$ cat config.mk
export PLATFORM = sky130hd
export DESIGN_NAME = priority_arbiter_ctrl
export DESIGN_NICKNAME = d
export VERILOG_FILES = /design/src/rtl/priority_arbiter_ctrl.sv
export SDC_FILE = /design/constraint.sdc
export NUM_CORES = 1
export LEC_CHECK = 0
export CAP_MARGIN = 10
export CORE_MARGIN = 4
export CORE_UTILIZATION = 55
export CTS_BUF_LIST = sky130_fd_sc_hd__clkbuf_4
export DETAILED_ROUTE_END_ITERATION = 8
export GPL_TIMING_DRIVEN = 0
export PLACE_DENSITY = 0.84
export SYNTH_ARGS = -nofsm -noshare
export SYNTH_HDL_FRONTEND = slang
export SYNTH_SLANG_ARGS = --single-unit
$ cat constraint.sdc
create_clock -name clk -period 4.45 [get_ports clk]
set_clock_uncertainty 0.15 [all_clocks]
set_input_delay 0.445 -clock clk [delete_from_list [all_inputs] [get_ports clk]]
set_output_delay 0.445 -clock clk [all_outputs]
set_load 0.005 [all_outputs]
$ cat src/rtl/priority_arbiter_ctrl.sv
// ---------------------------------------------------------------------------
// priority_arbiter_ctrl
//
// Grants one shared downstream resource to one of N requesters at a time.
// Arbitration is fixed-priority (highest set index wins) or round-robin
// (search downward from last_id-1, wrapping, so the last winner is lowest).
// A grant is held until its owner drops the request or MAX_HOLD cycles
// elapse. Every grant ends with a return to IDLE, which gives one all-zero
// turnaround cycle between consecutive owners.
//
// Handshake: req[i] is a level-sensitive "valid". grant[i] is the "ready"
// that answers it. A requester owns the resource for every cycle its grant
// bit is high. Dropping req[i] while granted releases the resource at the
// next edge. No grant is ever issued to a requester whose req was low in
// the arbitration cycle.
//
// Ports
//   clk        in   1      rising-edge clock
//   rst        in   1      synchronous, active-high reset
//   req        in   N      request lines, bit i = requester i
//   rr_en      in   1      1 = round-robin, 0 = fixed priority (used in IDLE only)
//   grant      out  N      registered one-hot grant, zero when no owner
//   grant_id   out  IDW    binary index of the owner, zero when no owner
//   busy       out  1      high while a grant is active
//   timeout    out  1      one-cycle pulse when a grant is revoked by MAX_HOLD
//   dbg_state  out  1      current FSM state (0 = IDLE, 1 = GRANT)
// ---------------------------------------------------------------------------
module priority_arbiter_ctrl #(
    parameter int N        = 4,
    parameter int MAX_HOLD = 15,
    localparam int IDW     = (N > 1) ? $clog2(N) : 1
) (
    input  logic           clk,
    input  logic           rst,
    input  logic [N-1:0]   req,
    input  logic           rr_en,
    output logic [N-1:0]   grant,
    output logic [IDW-1:0] grant_id,
    output logic           busy,
    output logic           timeout,
    output logic           dbg_state
);

    localparam int CW = $clog2(MAX_HOLD + 1);

    typedef enum logic {
        IDLE  = 1'b0,
        GRANT = 1'b1
    } state_t;

    state_t         state_q, state_d;
    logic [N-1:0]   grant_q, grant_d;
    logic [IDW-1:0] id_q, id_d;
    logic [IDW-1:0] last_id_q, last_id_d;
    logic [CW-1:0]  hold_cnt_q, hold_cnt_d;
    logic           timeout_q, timeout_d;

    logic [IDW-1:0] winner;
    logic           found;
    logic [IDW-1:0] rr_idx;

    // Winner selection. Fixed mode: the last set bit in ascending order is the
    // highest index. Round-robin: probe last_id-1, last_id-2, ... last_id
    // (mod N) and take the first requester seen.
    always_comb begin
        winner = '0;
        found  = 1'b0;
        rr_idx = '0;
        if (!rr_en) begin
            for (int i = 0; i < N; i++) begin
                if (req[i]) begin
                    winner = IDW'(i);
                end
            end
        end else begin
            for (int k = 1; k <= N; k++) begin
                rr_idx = IDW'((int'(last_id_q) + N - k) % N);
                if (!found && req[rr_idx]) begin
                    winner = rr_idx;
                    found  = 1'b1;
                end
            end
        end
    end

    always_comb begin
        state_d    = state_q;
        grant_d    = grant_q;
        id_d       = id_q;
        last_id_d  = last_id_q;
        hold_cnt_d = hold_cnt_q;
        timeout_d  = 1'b0;
        case (state_q)
            IDLE: begin
                if (|req) begin
                    grant_d    = {{(N-1){1'b0}}, 1'b1} << winner;
                    id_d       = winner;
                    last_id_d  = winner;
                    hold_cnt_d = CW'(1);
                    state_d    = GRANT;
                end
            end
            GRANT: begin
                // Release is checked first so it wins over a same-edge timeout.
                if (!req[id_q]) begin
                    grant_d    = '0;
                    id_d       = '0;
                    hold_cnt_d = '0;
                    state_d    = IDLE;
                end else if (hold_cnt_q == CW'(MAX_HOLD)) begin
                    grant_d    = '0;
                    id_d       = '0;
                    hold_cnt_d = '0;
                    timeout_d  = 1'b1;
                    state_d    = IDLE;
                end else begin
                    hold_cnt_d = hold_cnt_q + CW'(1);
                end
            end
            default: begin
                state_d = IDLE;
            end
        endcase
    end

    always_ff @(posedge clk) begin
        if (rst) begin
            state_q    <= IDLE;
            grant_q    <= '0;
            id_q       <= '0;
            last_id_q  <= '0;
            hold_cnt_q <= '0;
            timeout_q  <= 1'b0;
        end else begin
            state_q    <= state_d;
            grant_q    <= grant_d;
            id_q       <= id_d;
            last_id_q  <= last_id_d;
            hold_cnt_q <= hold_cnt_d;
            timeout_q  <= timeout_d;
        end
    end

    assign grant     = grant_q;
    assign grant_id  = id_q;
    assign busy      = (state_q == GRANT);
    assign timeout   = timeout_q;
    assign dbg_state = state_q;

endmodule

Yosys cells after proc, flatten, opt, wreduce, memory -nomap -nowiden
Index checks and enable logic that the tools add are counted.
Widths: inputs -> output; s select.

operators by class
  bitwise gates (word level) = 2
  reduce and logical (&&, ||, !) cells = 10
  muxes and demuxes = 41
  add/sub/neg operators = 6
  shift-type cells = 1
  magnitude comparators = 5
  equal/unequal tests = 3

operators with widths
  cell                 count
  $mux 4               6
  $mux 2               10
  $mux 1               16
  $pmux 4 s2           2
  $lt 2x3->1 const B   5
  $bmux 1 s2           5
  $add 4x1->4 const B  1
  $eq 4x4->1 const B   1
  $pmux 2 s2           1
  $reduce_and 2->1     2
  $reduce_or 4->1      1
  $shl 1x2->4 const A  1
  $sub 2x1->2 const B  2
  $sub 2x2->2 const B  2
  $logic_and 1x1->1    3
  $logic_not 1->1      3
  $ne 3x2->1 const B   1
  $reduce_or 3->1      1
  $add 2x1->2 const B  1
  $ne 2x2->1 const B   1
  $not 1->1            2
  $pmux 1 s2           1

storage, ports and cells
  bits of input ports = 7
  output and inout bits = 9
  register bits = 14
  word-level logic and storage cells = 74

Logic depth before layout (Yosys ltp)
Gate-level depths: netlist of run 1.

  depth in word-level cells = 21
  depth in mapped cells = 5

Worst setup path before layout of run 1
OpenSTA, ideal clock, no wires.

  kind = in2reg
  start = input port req[2]
  end = register grant_q[0] (netlist: grant[0])
  path buffers = 1
  setup slack = 2,720 ps
  cell stages on the path = 5
  data required time = 4,183 ps
  arrival = 1,462 ps
  cells stage by stage = buf_2 mux2_4 o41ai_4 a32oi_1 a32o_1

on the way
  word-level cells in the longest chain between the ends = 19

ends and longest elaborated chain
  item                          RTL line  RTL
  from (decl)                   35        input logic [N-1:0] req,
  $bmux 1 s2                    78        if (!found && req[rr_idx]) begin
  $mux 1 (not written as such)  78
  $mux 1                        78
  $mux 1                        69        if (!rr_en) begin
  $logic_not 1->1               78
  $logic_and 1x1->1             78
  $mux 1                        78
  $mux 1                        69
  [... 3 more ...]              -
  $mux 1                        69
  $logic_not 1->1               78
  $logic_and 1x1->1             78
  $mux 2                        78
  $mux 2                        69
  $shl 1x2->4                   96        grant_d = {{(N-1){1'b0}}, 1'b1} << winner;
  $mux 4                        95        if (|req) begin
  $pmux 4 s2                    93        case (state_q)
  to (signal assigned)          136       grant_q <= grant_d;
  to (decl)                     52        logic [N-1:0] grant_q, grant_d;

Parallel ways exist; a longest one is shown, timed or not. The select of a mux whose other input is x is not followed.
A chain may end at the register's enable or synchronous reset.

Final worst setup path of run 1
  start = input port req[1]
  end = register grant_q[1] (netlist: grant[1])

Same word-level chain as after synthesis.

==> impl_results.md, run 1 <==
* Initial detailed-routing violation count at 28
* Reg-to-reg endpoint: grant[1]
* Antenna Nets Post-Route at 0
* Syn Inst Count at 83
* Final setup vio count at 0
* CP Data Arrival Time at 2110 ps
* Maximum VDD drop at 0.229 mV
* Critical Path Fanout Max at 7
* Final hold violation count at 0
* Slew margin rel. at 0.586
* Site row count at 13
* Drt first pass iters at 4
* Crit-path slowest cell: nor4_2
* Max-cap viol count at 0
* Max Root-Sink Buffers at 2
* Post-synth EDFFs at 0
* Status: finished clean
* CP startpoint kind: input port
* Min Tclk post-route at 2080 ps
* Clk slew on worst S/H paths at 80 ps
* CTS tree: yes
* Vias/cell at 6.22
* DR WL met3 at 142 µm
* Top FF cell, synth: dfxtp_1
* Crit end category: register
* Hold slack at 332 ps
* Inserted Diodes at 0
* Die area at 2160 µm²
* Crit. Startpoint: req[1]
* Fillcell total at 107
* # IOs at 16
* Dpl hpwl at 1220 µm
* Post-CTS Setup Bufs at 0
* Synth-to-Final Area Change at 22.8%
* Cell family with most CP delay: simple AND/OR/NAND/NOR gates
* Die width at around 46 µm
* CTS sink cnt at 14
* Critical path class: in -> reg
* FF-to-FF path depth at 5
* LEAKAGE at 0.354 nW
* Remaining DRCs at 0
* H-tree depth at 1
* Clk_lat worst skew at 290 ps
* Die Ht at around 46 µm
* Critical path's largest stage delay at 590 ps
* Total Nets Final at between 100 and 150
* Largest net degree at the start of global routing at 11
* WP depth at 4
* Reg2Reg Setup Slack at between 2000 and 3000 ps
* CTS Hold Buffers Added at 0
* Fmax at 481 MHz
* Internal power at 0.213 mW
* Synth warnings at 0
* NetSw at around 0.093 mW
* DR WL met2 at 725 µm
* Worst-margin pin slew at between 600 and 700 ps
* GRT Total Usage at 0.182
* Metal-1 WL at 793 µm
* Crit share post-route at 0.467
* Worst hold path class: reg -> reg
* Part of the Yosys area used for sequential elements at 0.345
* Yosys cell types at 39
* Routed wire length at 1700 µm
* PortBufs at 14
* Worst setup path endpoint: grant[1]
* Post-DR wirelength/cell at ~15 µm
* Antenna violations before repair at 0
* Power share of the clock group at 0.246
* Syn_nets at 91
* Register area at approximately 280 µm²
* Ys async rst share at 0
* Seq cells post-synth at 14
* WP data required at around 4500 ps
* Resized Gates After CTS at 0
* Clock buffer count from CTS at 3
* DR top layer: met4
* Unrepaired setup endpoints after global routing: false
* Reg2reg start: last_id_q[0]
* Via Count at 722
* Combinational fraction of design power at 0.286
* Max Slew Vio Count at 0
* GRT overflow at 0
* Area of the multi-input gates at 492 µm²
* Core Area at roughly 1400 µm²
* Placer congestion estimate at roughly 0.77
* Sw frac at 0.305
* Starting Density at 0.601
* Layout cells sized above 1 at 0.149
* Buf/Inv on CP at 1
* Reg power frac at 0.467
* Cells along the critical path: clkdlybuf4s50_1 -> nor4_2 -> nor3_1 -> a32o_1
* Vias in the first global route at 663
* Cell Area, Synth at 812 µm²
* First-pass GRT wire length at 2760 µm
* PD cells at 306 nW/µm²
* TNS Setup at 0 ps
* Post-layout util at 0.739
* Root Driver: clkbuf_4
* Avg Cell Area, Syn at approximately 9.8 µm²
layer usage:
metal	up-vias	track usage
li1	358	-
met1	332	0.230
met2	27	0.272
met3	5	0.0469
met4	0	0.114
met5	-	0
stage by stage:
| stage | power, mW | worst slack [ps] | cell area [µm²] | std cells |
|---|---|---|---|---|
| global placement | 0.230 | 2120 | 971 | 112 |
| floorplan | 0.202 | 2720 | 812 | 83 |
| global route | 0.322 | 2270 | 997 | 116 |
| finish | 0.306 | 2370 | 997 | 116 |
| CTS | 0.306 | 2390 | 997 | 116 |
| detailed placement | 0.233 | 2110 | 971 | 112 |
power groups by stage:
| stage | Sequential [mW] | Clock (mW) | Combinational, mW |
|---|---|---|---|
| CTS | 0.143 | 0.0756 | 0.0880 |
| detailed placement | 0.146 | 0 | 0.0875 |
| finish | 0.143 | 0.0752 | 0.0875 |
| floorplan | 0.145 | 0 | 0.0571 |
| global placement | 0.145 | 0 | 0.0853 |
| global route | 0.144 | 0.0826 | 0.0957 |
registers in the layout, indices dropped and copies added, names as in the netlist:
| signal | flops |
|---|---|
| grant | 4 |
| hold_cnt_q | 4 |
| grant_id | 2 |
| last_id_q | 2 |
| busy | 1 |
| timeout | 1 |
cells in the mapped netlist (all sizes together), types with 3 or more instances:
library cell   n  area share
nor2b          3       0.023
nand3          6       0.037
a32o           5       0.062
nor2           7       0.032
nand2b         5       0.042
buf            4       0.035
dfxtp         14        0.35
a21oi          3       0.018
a31oi          3       0.023
worst min path at each step:
stage              from  endpoint  slack, ps  cells after the start
2_1_floorplan  grant[0]  grant[0]        320                      1
4_1_cts        grant[2]  grant[2]        330                      1
5_1_grt        grant[0]  grant[0]        370                      1
3_5_place_dp   grant[2]  grant[2]        310                      1
6_report       grant[2]  grant[2]        330                      1
3_3_place_gp   grant[1]  grant[1]        300                      1
logic make-up (layout without fill, tap and decap cells):
kind of cell / count (synthesis) / in the layout / synth area share
muxes: 3 / 3 / 0.0431
and+or+nand+nor: 28 / 28 / 0.190
AOI/OAI and AO/OA: 30 / 30 / 0.357
adders and majority gates: 1 / 1 / 0.0154
buffers and inverters: 7 / 25 / 0.0493
DFF: 14 / 14 / 0.345
layout by cell type, fill, tap and decap left out, types with 3 or more instances in the layout:
master / Yosys / routed
nor2b_1: 3 / 3
nor2_1: 7 / 7
dfxtp_1: 14 / 14
nand3_1: 6 / 6
nand2b_1: 4 / 4
clkdlybuf4s50_1: 0 / 14
a31oi_1: 3 / 3
a32o_1: 5 / 5
clkbuf_4: 0 / 3
a21oi_1: 3 / 3
area by class of cell:
type	count	share of cell area
plain buffers	5	0.0326
well taps	15	0.0188
flip-flops and latches	14	0.281
repair buffers	14	0.141
inverters	2	0.00753
clock buffers	3	0.0226
clock inverters	1	0.00376
multi-input cells	62	0.493
No activity file was read; power rests on OpenSTA's default activity.
==> run 2, diff against run 1 <==
--- a/config.mk
+++ b/config.mk
@@ -7,11 +7,11 @@
 export LEC_CHECK = 0
 export CAP_MARGIN = 10
 export CORE_MARGIN = 4
-export CORE_UTILIZATION = 55
+export CORE_UTILIZATION = 47
 export CTS_BUF_LIST = sky130_fd_sc_hd__clkbuf_4
 export DETAILED_ROUTE_END_ITERATION = 8
 export GPL_TIMING_DRIVEN = 0
-export PLACE_DENSITY = 0.84
+export PLACE_DENSITY = 0.77
 export SYNTH_ARGS = -nofsm -noshare
 export SYNTH_HDL_FRONTEND = slang
 export SYNTH_SLANG_ARGS = --single-unit
==> constraint.sdc (replaced) <==
create_clock -name clk -period 1.8 [get_ports clk]
set_clock_uncertainty 0.15 [all_clocks]
set_input_delay 0.18 -clock clk [delete_from_list [all_inputs] [get_ports clk]]
set_output_delay 0.18 -clock clk [all_outputs]
set_load 0.005 [all_outputs]
==> impl_results.md, run 2 (synthesized netlist as in run 1, its figures left out) <==
* Die area at 2460 µm² (+14%)
* Vias in the first global route at 654 (-1.4%)
* Core Area at 1580 µm² (+17%)
* WP data required at 1820 ps (-2660 ps)
* CTS Hold Buffers Added at 0 (unchanged)
* Reg power frac at 0.469 (+0.002)
* Starting Density at 0.515 (-0.0864)
* Fmax at ~570 MHz
* Combinational fraction of design power at 0.297 (+0.011)
* Cell family with most CP delay: compound AO/OA/AOI/OAI gates
* Place WS at -283 ps (-2400 ps)
* Hold slack at 263 ps (-69.2 ps)
* Remaining DRCs at 0 (unchanged)
* Most frequent cells in the layout: 13 x dfxtp_1, 13 x clkdlybuf4s50_1, 7 x nor2_1
* Internal power at 0.525 mW (+150%)
* Most used cell, CP: a32o_1
* Post-DR wirelength/cell at 15.1 µm (+3.0%)
* Cells along the critical path: clkdlybuf4s50_1 -> o21a_1 -> o221ai_1 -> a32o_1 -> a32o_1
* Setup ws final at 51.1 ps (-2320 ps)
* Placer congestion estimate at 0.775 (+0.94%)
* Layout cells sized above 1 at 0.170 (+0.0215)
* Post-CTS Setup Bufs at 0 (unchanged)
* Vias/cell at 6.22 (unchanged)
* Inserted Diodes at 0 (unchanged)
* Min Tclk post-route at about 1700 ps
* Final hold violation count at 0 (unchanged)
* Clk slew on worst S/H paths at 80 ps (about the same)
* Power share of the clock group at 0.234 (-0.012)
* Dpl hpwl at 1250 µm (+2.2%)
* Buf/Inv on CP at 1 (unchanged)
* PortBufs at 14 (unchanged)
* Max-cap viol count at 0 (unchanged)
* Crit end category: register
* Antenna violations before repair at 0 (unchanged)
* Status: finished clean
* Worst hold path class: in -> reg
* Initial detailed-routing violation count at 19 (-32%)
* Fillcell total at 146 (+36%)
* Critical Path Fanout Max at 7 (unchanged)
* Max Root-Sink Buffers at 2 (unchanged)
* GRT overflow at 0 (unchanged)
* Crit-path slowest cell: clkdlybuf4s50_1
* # IOs at 16 (unchanged)
* Via Count at 722 (unchanged)
* Root Driver: clkbuf_4
* Max Slew Vio Count at 0 (unchanged)
* Drt first pass iters at 4 (unchanged)
* CP Data Arrival Time at 1770 ps (-340 ps)
* CTS tree: yes
* CTS sink cnt at 14 (unchanged)
* Critical path's largest stage delay at 690 ps (+100 ps)
* Antenna Nets Post-Route at 0 (unchanged)
* Largest net degree at the start of global routing at 11 (unchanged)
* Sw frac at 0.302 (-0.00235)
* NetSw at 0.227 mW (+140%)
* Worst-margin pin slew at 576 ps (-40.0 ps)
* Die width at 49.6 µm (+6.8%)
* Site row count at 14 (+1)
* Clock buffer count from CTS at 3 (unchanged)
* Final setup vio count at 0 (unchanged)
* First-pass GRT wire length at 2950 µm (+6.7%)
* CP startpoint kind: input port
* Synth-to-Final Area Change at 25.0%
* Clk_lat worst skew at 280 ps (about the same)
* GRT Total Usage at 0.155 (-0.0271)
* Crit share post-route at 0.972
* H-tree depth at 1 (unchanged)
* PD cells at 741 nW/µm² (+140%)
* Routed wire length at 1750 µm (+3.0%)
* Slew margin rel. at 0.613 (+0.0269)
* Die Ht at 49.6 µm (+6.8%)
* Maximum VDD drop at 0.577 mV (+150%)
* Critical path class: in -> reg
* Total Nets Final at 110 (unchanged)
* LEAKAGE at 0.364 nW (+2.9%)
[run 2: power groups by stage]
stage | combinational, mW | clock [mW] | sequential (mW)
final | 0.224 | 0.176 | 0.353
after global routing | 0.245 | 0.205 | 0.357
after CTS | 0.218 | 0.182 | 0.352
after detailed placement | 0.217 | 0 | 0.359
after global placement | 0.213 | 0 | 0.359
after floorplan | 0.141 | 0 | 0.357
[run 2: through the flow]
step | TNS, ps | instance area [µm²] | instances | utilization | power, mW
after floorplan | 0 | 812 | 83 | - | 0.498
after global routing | -4.79 | 1010 | 116 | 0.644 | 0.807
after global placement | -2780 | 972 | 113 | 0.617 | 0.572
final | 0 | 1010 | 116 | 0.644 | 0.752
after detailed placement | -3030 | 972 | 113 | 0.617 | 0.576
after CTS | 0 | 995 | 116 | 0.631 | 0.753
[run 2: per-layer routing]
| metal | routed length (µm) | vias up | part of all wire | GRT usage |
|---|---|---|---|---|
| met5 | 0 | - | 0 | 0 |
| met4 | 29 | 0 | 0.017 | 0.0829 |
| met3 | 81 | 2 | 0.046 | 0.0482 |
| met2 | 793 | 21 | 0.45 | 0.229 |
| met1 | 844 | 344 | 0.48 | 0.199 |
| li1 | - | 355 | - | - |
[run 2: timing repair]
| item | 4_1_cts | 5_1_grt |
|---|---|---|
| setup endpoints to repair | 0 | 13 |
| resized for setup | 0 | 4 |
| endpoints found under the hold margin | 0 | 0 |
[run 2: worst register-to-register path, stage by stage, from the launching register on]
cell,delay [ps]
dfxtp_1,330
buf_6,130
mux2_4,310
o41ai_4,250
a32oi_2,150
a32o_1,280
[run 2: worst paths after layout]
path / end / startpoint / slack [ps] / depth (start not counted)
worst min register to register: grant[0] / grant[0] / 330 / 1
worst min-delay path: hold_cnt_q[2] / req[2] / 260 / 4
worst max register to register: grant[1] / last_id_q[0] / 90 / 5
worst max-delay path: grant[2] / req[0] / 50 / 5
[run 2: layout make-up]
cell class | count | area, µm² | share of cell area
inverters | 2 | 7.51 | 0.00740
clock buffers | 3 | 22.5 | 0.0222
well taps | 16 | 20.0 | 0.0197
multi-input cells | 62 | 508 | 0.501
flip-flops and latches | 14 | 282 | 0.277
plain buffers | 5 | 32.5 | 0.0321
repair buffers | 14 | 143 | 0.141
==> run 3, diff against run 2 <==
--- a/config.mk
+++ b/config.mk
@@ -6,7 +6,6 @@
 export NUM_CORES = 1
 export LEC_CHECK = 0
 export CAP_MARGIN = 10
-export CORE_MARGIN = 4
 export CORE_UTILIZATION = 47
 export CTS_BUF_LIST = sky130_fd_sc_hd__clkbuf_4
 export DETAILED_ROUTE_END_ITERATION = 8
==> impl_results.md, run 3 (synthesized netlist as in run 1, its figures left out) <==
* Status: finished clean
* Critical path class: in -> reg
* Layout cells sized above 1 at 0.158 (-0.0116)
* PD cells at 752 nW/µm² (+1.5%)
* Core Area at 1560 µm² (-1.1%)
* Inserted Diodes at 0 (unchanged)
* Synth-to-Final Area Change at 24.2%
* CP startpoint kind: input port
* Clk slew on worst S/H paths at 90 ps (about the same)
* Reg2reg start: last_id_q[0]
* Final setup vio count at 0 (unchanged)
* Dpl hpwl at 1220 µm (-2.7%)
* First-pass GRT wire length at 2700 µm (-8.5%)
* # IOs at 16 (unchanged)
* Clk_lat worst skew at 280 ps (about the same)
* Critical Path Fanout Max at 7 (unchanged)
* Site row count at 14 (unchanged)
* Post-DR wirelength/cell at 14.3 µm (-5.2%)
* Starting Density at 0.521 (+0.00579)
* Area of the multi-input gates at 500 µm² (-1.5%)
* Worst hold path class: in -> reg
* Crit end category: register
* Crit. Startpoint: req[3]
* Die Ht at 43.6 µm (-12%)
* Maximum VDD drop at 0.489 mV (-15%)
* Die width at 43.6 µm (-12%)
* Resized Gates After CTS at 0 (unchanged)
* Vias/cell at 5.98 (-3.9%)
* LEAKAGE at 0.356 nW (-2.3%)
* GRT Total Usage at 0.193 (+0.0376)
* Drt first pass iters at 4 (unchanged)
* Clock buffer count from CTS at 3 (unchanged)
* Remaining DRCs at 0 (unchanged)
* Max-cap viol count at 0 (unchanged)
* Register area at 282 µm² (unchanged)
* CTS Hold Buffers Added at 0 (unchanged)
* Min Tclk post-route at 1740 ps (-12.6 ps)
* Reg-to-reg endpoint: grant[0]
* Total Nets Final at 110 (unchanged)
* Crit share post-route at 0.965 (-0.00700)
* PortBufs at 14 (unchanged)
* GRT overflow at 0 (unchanged)
* Fmax at 576 MHz (+0.73%)
* Unrepaired setup endpoints after global routing: false
* Routed wire length at 1670 µm (-4.4%)
* Place WS at -263 ps (+20.4 ps)
* Reg2Reg Setup Slack at 100 ps (about the same)
* Most frequent cells in the layout: 14 x clkdlybuf4s50_1, 13 x dfxtp_1, 7 x nor2_1
* Placed insts at 113 (unchanged)
* CTS sink cnt at 14 (unchanged)
* Placer congestion estimate at 0.817 (+5.4%)
* WP data required at 1830 ps (about the same)
* H-tree depth at 1 (unchanged)
* Worst-margin pin slew at 557 ps (-19.2 ps)
* Vias in the first global route at 592 (-9.5%)
* Most common cell after layout, fill and taps aside: clkdlybuf4s50_1
* Via Count at 700 (-3.0%)
* Root Driver: clkbuf_4
* FF-to-FF path depth at 5 (unchanged)
* Worst setup path endpoint: grant[0]
* Antenna violations before repair at 0 (unchanged)
* Die area at 1900 µm² (-23%)
* Initial detailed-routing violation count at 6 (-13)
* Max Slew Vio Count at 0 (unchanged)
* Fillcell total at 137 (-6.2%)
* CTS tree: yes
* Finished Layout Cells at 117 (+0.86%)
* Slew margin rel. at 0.626 (+0.0129)
* Antenna Nets Post-Route at 0 (unchanged)
* Largest net degree at the start of global routing at 11 (unchanged)
* Max Root-Sink Buffers at 2 (unchanged)
* CP Data Arrival Time at 1760 ps (about the same)
* Final hold violation count at 0 (unchanged)
* Setup ws final at 63.7 ps (+12.6 ps)
* Post-CTS Setup Bufs at 0 (unchanged)
[run 3: power by group]
| group | internal, mW | switching [mW] | leakage (nW) | total, mW |
|---|---|---|---|---|
| clock | 0.0804 | 0.105 | 0.0154 | 0.186 |
| sequential | 0.334 | 0.0197 | 0.115 | 0.353 |
| combinational | 0.112 | 0.107 | 0.225 | 0.219 |
[run 3: area by class of cell]
class,instances,share of cell area
Buffer,5,0.0323
Tap cell,16,0.0199
Clock buffer,3,0.0223
Inverter,2,0.00744
Multi-Input combinational cell,62,0.496
Timing Repair Buffer,14,0.139
Clock inverter,1,0.00372
Sequential cell,14,0.279
[run 3: worst min path at each step]
stage | startpoint | to | slack (ps) | cells after the start
after floorplan | req[1] | hold_cnt_q[2] | 300 | 3
after global placement | grant[1] | grant[1] | 310 | 1
after detailed placement | grant[1] | grant[1] | 310 | 1
after CTS | req[2] | hold_cnt_q[2] | 260 | 4
after global routing | req[2] | hold_cnt_q[2] | 280 | 4
final | req[2] | hold_cnt_q[2] | 250 | 4
[run 3: critical path: stages]
cell,delay [ps]
clkdlybuf4s50_1,550
mux2_4,340
o41ai_4,220
a32oi_1,170
a32o_1,290
[run 3: stage by stage]
stage	setup TNS [ps]	hold WS [ps]	utilization	power (mW)	instance area [µm²]
after global routing	0	277	0.647	0.804	1010
after global placement	-2640	309	0.624	0.572	972
after CTS	0	262	0.640	0.760	998
after detailed placement	-2880	311	0.624	0.576	972
final	0	254	0.647	0.758	1010
after floorplan	0	296	-	0.498	812
[run 3: routing by layer]
metal | share of wire | global-route usage | routed length, µm
met1 | 0.48 | 0.240 | 796
met2 | 0.47 | 0.313 | 789
met3 | 0.047 | 0.0792 | 78
met4 | 0.0048 | 0.0375 | 8
met5 | 0 | 0 | 0
==> RTL change, RTL diff (settings of run 1) <==
Remove the register `timeout_q`: a continuous assignment takes its place, so the output `timeout` follows one clock earlier.
--- a/src/rtl/priority_arbiter_ctrl.sv
+++ b/src/rtl/priority_arbiter_ctrl.sv
@@ -131,5 +131,4 @@
             last_id_q  <= '0;
             hold_cnt_q <= '0;
-            timeout_q  <= 1'b0;
         end else begin
             state_q    <= state_d;
@@ -138,7 +137,8 @@
             last_id_q  <= last_id_d;
             hold_cnt_q <= hold_cnt_d;
-            timeout_q  <= timeout_d;
         end
     end
+
+    assign timeout_q = timeout_d;
 
     assign grant     = grant_q;
Behaviour: same outputs for any inputs over 10 cycles, from zero or initial values and one cycle with rst high; that may be too few to reach the edited logic, so the function may still have changed.
==> RTL change against run 1 <==
- routed wire length is 7.4% lower
- via count shrank 0.97%
- maximum frequency shrank 27%
- non-clock buffer count is 2 lower
- register-to-register slack improved by 0.10 ns
- design area fell by 8.0%
- area after synthesis fell by 6.6%
- setup slack worse by 0.78 ns
- highest routed layer unchanged
- sequential cell count shrank 1
- total power shrank 4.3%
==> RTL change: results (changes against run 1) <==
[global_route]
use_met2 = 0.240  ; -0.0319
met3_usage = 0.0637  ; +0.0169
track_usage = 0.165  ; -0.0171
grt_pass1_wl_um = 2440  ; -12%
grt_pass1_vias = 552  ; -17%
antenna_found_initial = 0  ; unchanged
grtUsageMet1 = 0.215  ; -0.0145

[setup_path]
crit_family = buffers and inverters
r2r_start = last_id_q[1]
reg2reg_to = grant[3]
rr_worst_depth = 4  ; -1
cp.arrival_ns = 2.26  ; +0.15 ns
cp-endpoint = timeout
rrSetupSlack_ns = 2.85  ; +0.10 ns
slowest_stage = clkdlybuf4s50_1
worstPathMaxFanout = 9  ; +2
critical-path-max-stage-delay_ns = 0.66  ; +0.07 ns

[synthesis]
synthMuxAreaShare = 0.0264  ; -0.0167
synth_area_leaders = dfxtp_1 34%, a32o_1 5.3%, a21oi_1 4.6%
synth_cell_type_count = 35  ; -10%
yosysSeqAreaShare = 0.343  ; -0.00191
syn_nets = 94  ; +3.3%
synth_xor_area_frac = 0  ; unchanged
ys_top_cells_by_count = 13 x dfxtp_1, 9 x nor2_1, 7 x a21oi_1
synth_compound_area_frac = 0.340  ; -0.0175
synth_flop_cell = dfxtp_1
synth_fa_ha_area_frac = 0.0165  ; +0.00109

[worst_hold_path]
hp-start = grant[3]
hold_path_class = flip-flop to flip-flop
holdPathEnd = grant[3]

[layout]
multi_input_area_share = 0.472  ; -0.0211
nClkBuffers = 4  ; +1
drive_above_1_share = 0.139  ; -0.00990
sh_seq_area = 0.284  ; +0.00271
inverters = 5  ; +3
clock_area_frac = 0.0327  ; +0.00639
buffers = 17  ; -2
seq_cell_count = 13  ; -1
nMultiInputCombCells = 62  ; unchanged
buffer_area_frac = 0.171  ; -0.00262

[routing]
routed_wl_um = 1570  ; -7.4%
drt-initial-drc-count = 14  ; -50%
first_pass_iters = 4  ; unchanged
num_vias = 715  ; -0.97%

[pwr]
vdd_drop_max_uv = 237  ; +3.4%
p_leak_nw = 0.331  ; -6.4%

[placed_design]
hpwl_um = 1150  ; -5.8%
gp_congestion = 0.740  ; -3.7%
io_buffers = 11  ; -3

[clocking]
htreeDepth = 1  ; unchanged
cts_buffer_depth = 2  ; unchanged
clock-root-buffer = clkbuf_4

[run_status]
status = finished, final reports clean

[sta]
hold_slack_ns = 0.321  ; -0.0108 ns
hold_viol_final = 0  ; unchanged
worst_slew_pin_slew_ns = 0.613  ; -0.00305 ns

## RTL change: per-layer routing
| metal | up-vias | routed length (um) |
|---|---|---|
| li1 | 360 | - |
| met1 | 324 | 775 |
| met2 | 26 | 655 |
| met3 | 5 | 120 |
| met4 | 0 | 21 |
| met5 | - | 0 |
## RTL change: power breakdown
| part | total [W] | internal, W | switching [W] |
|---|---|---|---|
| sequential | 0.000135 | 0.000126 | 0.00000912 |
| combinational | 0.0000764 | 0.0000390 | 0.0000374 |
| clock | 0.0000810 | 0.0000409 | 0.0000401 |
| total | 0.000292 | 0.000206 | 0.0000866 |
## RTL change: through the flow
stage          utilization  worst slack (ns)  std cells  instance area [um2]
2_1_floorplan            -              2.66         86                  758
3_3_place_gp         0.682              1.62        112                  887
3_5_place_dp         0.682              1.60        112                  887
4_1_cts              0.705              1.60        116                  917
5_1_grt              0.705              1.52        116                  917
6_report             0.705              1.59        116                  917
